--- src/rtl/cordic_vectoring_iter_if.sv ---
// Handshake/result bundle for cordic_vectoring_iter.
// master: the producer of vectors / consumer of results (testbench or upstream logic).
// slave : the CORDIC engine itself.
interface cordic_vectoring_iter_if;
    logic signed [15:0] x_in;
    logic signed [15:0] y_in;
    logic               in_valid;
    logic               in_ready;
    logic signed [15:0] angle;
    logic        [16:0] magnitude;
    logic               out_valid;

    modport master (
        output x_in, y_in, in_valid,
        input  in_ready, angle, magnitude, out_valid
    );

    modport slave (
        input  x_in, y_in, in_valid,
        output in_ready, angle, magnitude, out_valid
    );
endinterface

--- src/rtl/cordic_vectoring_iter.sv ---
// Iterative vectoring-mode CORDIC: (x, y) in Q2.14 -> angle = atan2(y, x) in Q3.13
// radians and magnitude in Q3.14. A single shift/add datapath performs one
// micro-rotation per cycle. Inputs are pre-rotated into the right half-plane so the
// iteration always converges.
// Optional feature macro: GAIN_COMP_EN -- adds a SCALE cycle that multiplies the
// raw magnitude by 1/K so the result is the true vector length. Without it the
// magnitude carries the CORDIC gain K (~1.64676) and no multiplier exists.
module cordic_vectoring_iter #(
    parameter int ITERATIONS = 14
) (
    input  logic                    clk,
    input  logic                    rst,
    cordic_vectoring_iter_if.slave  bus
);

    typedef enum logic [1:0] {
        S_IDLE   = 2'd0,
        S_ROTATE = 2'd1,
        S_SCALE  = 2'd2
    } state_t;

    localparam logic [3:0] LAST_ITER = 4'(ITERATIONS - 1);

    state_t             state_q, state_d;
    logic        [3:0]  iter_q, iter_d;
    logic signed [17:0] x_q, x_d;
    logic signed [17:0] y_q, y_d;
    logic signed [16:0] z_q, z_d;
    logic               zero_q, zero_d;
    logic signed [15:0] angle_q, angle_d;
    logic        [16:0] magnitude_q, magnitude_d;
    logic               out_valid_q, out_valid_d;
    logic               in_ready_q, in_ready_d;

    logic signed [17:0] x_ext_s, y_ext_s;
    logic signed [17:0] pre_x_s, pre_y_s;
    logic signed [16:0] pre_z_s;
    logic signed [17:0] x_sh_s, y_sh_s;
    logic signed [16:0] atan_s;
    logic signed [17:0] rot_x_s, rot_y_s;
    logic signed [16:0] rot_z_s;

    // atan(2^-i) in Q3.13, rounded; entry 14 rounds to zero
    function automatic logic signed [16:0] atan_lut(input logic [3:0] idx);
        case (idx)
            4'd0:    atan_lut = 17'sd6434;
            4'd1:    atan_lut = 17'sd3798;
            4'd2:    atan_lut = 17'sd2007;
            4'd3:    atan_lut = 17'sd1019;
            4'd4:    atan_lut = 17'sd511;
            4'd5:    atan_lut = 17'sd256;
            4'd6:    atan_lut = 17'sd128;
            4'd7:    atan_lut = 17'sd64;
            4'd8:    atan_lut = 17'sd32;
            4'd9:    atan_lut = 17'sd16;
            4'd10:   atan_lut = 17'sd8;
            4'd11:   atan_lut = 17'sd4;
            4'd12:   atan_lut = 17'sd2;
            4'd13:   atan_lut = 17'sd1;
            default: atan_lut = 17'sd0;
        endcase
    endfunction

`ifdef GAIN_COMP_EN
    logic [31:0] prod_s;
    logic [16:0] scaled_s;

    // Gain compensation: |v| = x * round(2^15 / K) >> 15 (x is non-negative here)
    always_comb begin
        prod_s   = 32'(x_q[16:0]) * 32'd19898;
        scaled_s = 17'(prod_s >> 15);
    end
`endif

    // Fold left-half-plane inputs by +/-90 degrees so x' >= 0 before iterating
    always_comb begin
        x_ext_s = 18'(bus.x_in);
        y_ext_s = 18'(bus.y_in);
        if (!bus.x_in[15]) begin
            pre_x_s = x_ext_s;
            pre_y_s = y_ext_s;
            pre_z_s = 17'sd0;
        end else if (!bus.y_in[15]) begin
            pre_x_s = y_ext_s;
            pre_y_s = 18'sd0 - x_ext_s;
            pre_z_s = 17'sd12868;
        end else begin
            pre_x_s = 18'sd0 - y_ext_s;
            pre_y_s = x_ext_s;
            pre_z_s = -17'sd12868;
        end
    end

    // One micro-rotation driving y toward zero; the sign of y picks the direction
    always_comb begin
        x_sh_s = x_q >>> iter_q;
        y_sh_s = y_q >>> iter_q;
        atan_s = atan_lut(iter_q);
        if (!y_q[17]) begin
            rot_x_s = x_q + y_sh_s;
            rot_y_s = y_q - x_sh_s;
            rot_z_s = z_q + atan_s;
        end else begin
            rot_x_s = x_q - y_sh_s;
            rot_y_s = y_q + x_sh_s;
            rot_z_s = z_q - atan_s;
        end
    end

    // Next-state and output logic of the IDLE/ROTATE/SCALE sequencer
    always_comb begin
        state_d     = state_q;
        iter_d      = iter_q;
        x_d         = x_q;
        y_d         = y_q;
        z_d         = z_q;
        zero_d      = zero_q;
        angle_d     = angle_q;
        magnitude_d = magnitude_q;
        out_valid_d = 1'b0;

        case (state_q)
            S_IDLE: begin
                if (bus.in_valid) begin
                    state_d = S_ROTATE;
                    iter_d  = 4'd0;
                    x_d     = pre_x_s;
                    y_d     = pre_y_s;
                    z_d     = pre_z_s;
                    zero_d  = (bus.x_in == 16'sd0) && (bus.y_in == 16'sd0);
                end else begin
                    state_d = S_IDLE;
                end
            end
            S_ROTATE: begin
                x_d = rot_x_s;
                y_d = rot_y_s;
                z_d = rot_z_s;
                if (iter_q == LAST_ITER) begin
                    iter_d = 4'd0;
`ifdef GAIN_COMP_EN
                    state_d = S_SCALE;
`else
                    // The last rotation edge is also the output edge
                    state_d     = S_IDLE;
                    out_valid_d = 1'b1;
                    if (zero_q) begin
                        angle_d     = 16'sd0;
                        magnitude_d = 17'd0;
                    end else begin
                        angle_d     = rot_z_s[15:0];
                        magnitude_d = rot_x_s[16:0];
                    end
`endif
                end else begin
                    iter_d  = iter_q + 4'd1;
                    state_d = S_ROTATE;
                end
            end
            S_SCALE: begin
                state_d = S_IDLE;
`ifdef GAIN_COMP_EN
                out_valid_d = 1'b1;
                if (zero_q) begin
                    angle_d     = 16'sd0;
                    magnitude_d = 17'd0;
                end else begin
                    angle_d     = z_q[15:0];
                    magnitude_d = scaled_s;
                end
`endif
            end
            default: begin
                state_d = S_IDLE;
                iter_d  = 4'd0;
            end
        endcase

        in_ready_d = (state_d == S_IDLE);
    end

    // State and output registers; reset aborts any operation in flight
    always_ff @(posedge clk or posedge rst) begin
        if (rst) begin
            state_q     <= S_IDLE;
            iter_q      <= 4'd0;
            x_q         <= 18'sd0;
            y_q         <= 18'sd0;
            z_q         <= 17'sd0;
            zero_q      <= 1'b0;
            angle_q     <= 16'sd0;
            magnitude_q <= 17'd0;
            out_valid_q <= 1'b0;
            in_ready_q  <= 1'b1;
        end else begin
            state_q     <= state_d;
            iter_q      <= iter_d;
            x_q         <= x_d;
            y_q         <= y_d;
            z_q         <= z_d;
            zero_q      <= zero_d;
            angle_q     <= angle_d;
            magnitude_q <= magnitude_d;
            out_valid_q <= out_valid_d;
            in_ready_q  <= in_ready_d;
        end
    end

    assign bus.in_ready  = in_ready_q;
    assign bus.out_valid = out_valid_q;
    assign bus.angle     = angle_q;
    assign bus.magnitude = magnitude_q;

endmodule

--- src/flat_wrapper.sv ---
// flat-port wrapper written by rule: the top's interface ports become plain ports
module cordic_vectoring_iter_flat 
#(
    parameter int ITERATIONS = 14
)
  (clk, rst, bus_x_in, bus_y_in, bus_in_valid, bus_in_ready, bus_angle, bus_magnitude, bus_out_valid);
  cordic_vectoring_iter_if bus_i ();
  input  logic clk;
  input  logic rst;
  input wire logic [$bits(bus_i.x_in)-1:0] bus_x_in;
  input wire logic [$bits(bus_i.y_in)-1:0] bus_y_in;
  input wire logic [$bits(bus_i.in_valid)-1:0] bus_in_valid;
  output wire logic [$bits(bus_i.in_ready)-1:0] bus_in_ready;
  output wire logic [$bits(bus_i.angle)-1:0] bus_angle;
  output wire logic [$bits(bus_i.magnitude)-1:0] bus_magnitude;
  output wire logic [$bits(bus_i.out_valid)-1:0] bus_out_valid;
  assign bus_i.x_in = bus_x_in;
  assign bus_i.y_in = bus_y_in;
  assign bus_i.in_valid = bus_in_valid;
  assign bus_in_ready = bus_i.in_ready;
  assign bus_angle = bus_i.angle;
  assign bus_magnitude = bus_i.magnitude;
  assign bus_out_valid = bus_i.out_valid;
  cordic_vectoring_iter #(.ITERATIONS(ITERATIONS)) u_core (.clk(clk), .rst(rst), .bus(bus_i));
endmodule
--- config.mk ---
export PLATFORM = sky130hd
export DESIGN_NAME = cordic_vectoring_iter_flat
export DESIGN_NICKNAME = d
export VERILOG_FILES = /design/src/rtl/cordic_vectoring_iter_if.sv /design/src/rtl/cordic_vectoring_iter.sv /design/src/flat_wrapper.sv
export SDC_FILE = /design/constraint.sdc
export NUM_CORES = 1
export LEC_CHECK = 0
export ABC_AREA = 1
export ABC_CLOCK_PERIOD_IN_PS = 6300
export CORE_MARGIN = 10
export CORE_UTILIZATION = 60
export CTS_CLUSTER_DIAMETER = 150
export DETAILED_ROUTE_END_ITERATION = 10
export PLACE_DENSITY = 0.9
export SLEW_MARGIN = 20
export SYNTH_ARGS = -nofsm -noshare
export SYNTH_HDL_FRONTEND = slang
export SYNTH_SLANG_ARGS = --single-unit
export TNS_END_PERCENT = 10
--- constraint.sdc ---
create_clock -name clk -period 6.3 [get_ports clk]
set_clock_uncertainty 0.1 [all_clocks]
set_input_delay 1.575 -clock clk [delete_from_list [all_inputs] [get_ports clk]]
set_output_delay 1.575 -clock clk [all_outputs]
set_load 0.02 [all_outputs]
==> impl_metrics.tcl <==
set metrics [dict create \
    hp-class "reg -> reg" \
    post-dp-hpwl_um 23130 \
    clock_path_buffers 2 \
    cts_tree "built" \
    hold_violations 0 \
    rsz0062_at_grt "false" \
    dieArea_um2 21520 \
    place_ws_ns 1.411 \
    period_share_pct 80.11 \
    setup_slack_ns 1.253 \
    rows 46 \
    start_util_pct 60.86 \
    yosysWarnings 0 \
    synth_top_area_share_pct 23.90 \
    syn_area_per_cell_um2 6.325 \
    synth_edf_count 0 \
    cts_sinks 93 \
    grt_pass1_wl_um 49700 \
    layout.area.seq_um2 2328 \
    status "completed" \
    worstMarginPinSlew_ns 1.016 \
    grt_overflow_total 0 \
    num_vias 10687 \
    syn_nets 1622 \
    ys.flop_type "dfrtp_1" \
    fin_crit_ns 5.047 \
    relSlewSlack_pct 32.24 \
    fp.dieH_um 146.7 \
    synth_area_um2 9633 \
    synth_area_leader_cell "dfrtp_1" \
    setup-violations-final 0 \
    area_delta_synth_final_pct 11.09 \
    fin_area_um2 10700 \
    slew_violations 0 \
    place.gp.congestion 0.9952 \
    final.setup.tns_ns 0 \
    drtIter0Drc 1178 \
    insertion_delay_ns 0.37 \
    multi_input_area_um2 6507 \
    via_per_inst 6.028 \
    syn_inst 1523 \
    post_cts_buffers 0 \
    synth_seq_cells 93 \
    ios 70 \
    coreArea_um2 15830 \
    ctsResizeCount 0 \
    max_cap_viol_count 0 \
    port_buffers 69 \
    postRouteAntennaNets 0 \
    cts_root_buf "clkbuf_16" \
    crit_path_end_kind "flip-flop" \
    grt_max_degree 54 \
    post_dp_cell_area_um2 10400 \
    postCtsHoldBufs 0 \
    n_fill_cell 1399 \
    fin_nets 1651 \
    crit_required_ns 6.46 \
    worstSetupPathType "reg -> reg" \
    critPathLaunchType "flip-flop" \
    numCtsBuffers 9 \
    critPathMaxFanout 32 \
    fp.dieW_um 146.7 \
    path_clk_slew_ns 0.08 \
    async_flop_share_pct 100.0 \
    yosysSeqAreaShare_pct 24.17 \
    final_util_pct 67.61 \
    synthDistinctLibCells 50 \
    ys_top_cells_by_area "dfrtp_1 (24%), nand2_1 (18%), nand3_1 (8.9%), ha_1 (7.9%), nor2_1 (5.2%)" \
    cts.htree.levels 3 \
    drive_gt1_share_pct 4.046 \
    grt_pass1_vias 9842 \
    grt_usage_pct 27.77 \
    clock.fmax_mhz 198.1 \
    route.detailed.drc 0 \
    drt_wl_total_um 30820 \
    post_drt_wl_per_cell_um 17.39 \
    dr.pass1.iters 6 \
    critical_path_arrival_ns 5.21 \
    antennaDiodeCount 0 \
    antenna_found_initial 0 \
]
==> cell type report <==
| cell class | count | area share, % |
|---|---|---|
| multi-input combinational | 1232 | 60.81 |
| sequential | 93 | 21.76 |
| timing repair buffer | 82 | 7.366 |
| inverter | 134 | 4.723 |
| tap | 216 | 2.525 |
| clock buffer | 9 | 2.105 |
| clock inverter | 7 | 0.7132 |
==> registers in the layout (all words and copies together), names as in the netlist <==
name and cells:
u_core.bus.angle 16, u_core.bus.in_ready 1, u_core.bus.magnitude 17, u_core.bus.out_valid 1, u_core.iter_q 4, u_core.state_q 1
u_core.x_q 18, u_core.y_q 18, u_core.z_q 16, u_core.zero_q 1
==> critical path, cell delays in order, from the launching register on <==
cell	delay (ns)
dfrtp_1	0.37
buf_4	0.24
inv_1	0.73
ha_1	0.31
inv_1	0.06
o21ai_0	0.25
nand3_1	0.19
ha_1	0.32
nand2_1	0.06
o21ai_0	0.13
fa_1	0.45
o21ai_0	0.29
nand2_1	0.11
nand2_1	0.09
nand2_1	0.05
nand2_1	0.13
a21boi_0	0.15
o21ai_0	0.41
nand3_1	0.19
nand2_1	0.10
nand2_1	0.07
nand3_1	0.07
nand2_1	0.06
==> logic make-up (layout without fill, tap and decap cells) <==
| group | after synthesis | in the layout | synth area share (%) |
|---|---|---|---|
| compound gates | 278 | 278 | 17.20 |
| buf+inv | 198 | 232 | 8.300 |
| flops | 93 | 93 | 24.17 |
| mux | 1 | 1 | 0.1039 |
| simple gates | 826 | 826 | 35.95 |
| xor+xnor | 63 | 63 | 5.728 |
| fa+ha+maj | 64 | 64 | 8.547 |
==> path summary, 6_finish.rpt <==
path,from,end,slack (ns),cells past startpoint
setup / recovery,u_core.iter_q[1]$_DFFE_PP0P_,u_core.z_q[12]$_DFFE_PP0P_,1.25,22
hold / removal,u_core.bus.angle[10]$_DFFE_PP0P_,u_core.bus.angle[10]$_DFFE_PP0P_,0.39,2
setup reg to reg,u_core.iter_q[1]$_DFFE_PP0P_,u_core.z_q[12]$_DFFE_PP0P_,1.25,22
hold reg to reg,u_core.bus.angle[10]$_DFFE_PP0P_,u_core.bus.angle[10]$_DFFE_PP0P_,0.39,2
max in group asynchronous,rst,u_core.y_q[16]$_DFFE_PP0P_,3.49,3
min in group asynchronous,rst,u_core.bus.angle[10]$_DFFE_PP0P_,1.49,2
==> per-stage QoR <==
stage	hold WS [ns]	cells
final	0.3852	1773
after global placement	0.3636	1757
after detailed placement	0.3712	1757
after CTS	0.3900	1773
after floorplan	0.3471	1523
after global routing	0.3959	1773
==> cell usage after synthesis (15+ instances only) <==
| cell | count |
|---|---|
| a21oi_1 | 80 |
| a31oi_1 | 15 |
| clkbuf_1 | 37 |
| dfrtp_1 | 92 |
| ha_1 | 61 |
| inv_1 | 125 |
| nand2_1 | 464 |
| nand3_1 | 171 |
| nor2_1 | 133 |
| o211ai_1 | 20 |
| o21ai_0 | 95 |
| o221ai_1 | 17 |
| xnor2_1 | 22 |
| xor2_1 | 41 |
==> placed cells by master, fill, tap and decap left out, types with 2 or more instances in the layout <==
cell               n
nand2_1          464
nand3_1          171
nor2_1           132
inv_1            124
o21ai_0           95
dfrtp_1           92
a21oi_1           80
clkdlybuf4s50_1   69
ha_1              61
xor2_1            41
xnor2_1           22
o211ai_1          20
o221ai_1          17
a31oi_1           15
nor3_1            13
buf_4             13
or2_2             11
nor2_2            10
nand3b_1          10
nand4_1            9
clkbuf_16          9
a22o_1             8
inv_2              6
o22ai_1            6
a21boi_0           5
o21ai_1            5
o21bai_1           4
o31ai_1            4
a21o_1             4
clkinv_1           3
o2111ai_1          3
fa_1               3
inv_8              3
a211oi_1           2
a32o_1             2
nand3_2            2
a22oi_1            2
inv_6              2
==> per-layer routing <==
metal  GRT usage, %  routed length (µm)
met5              0                   0
met4          11.81                1091
met3          5.928                3601
met2          41.87               13400
met1          37.58               12740
Power is left out: the tool's default activity adds up to more than one toggle a clock period on the data nets, which glitch-free logic cannot reach.
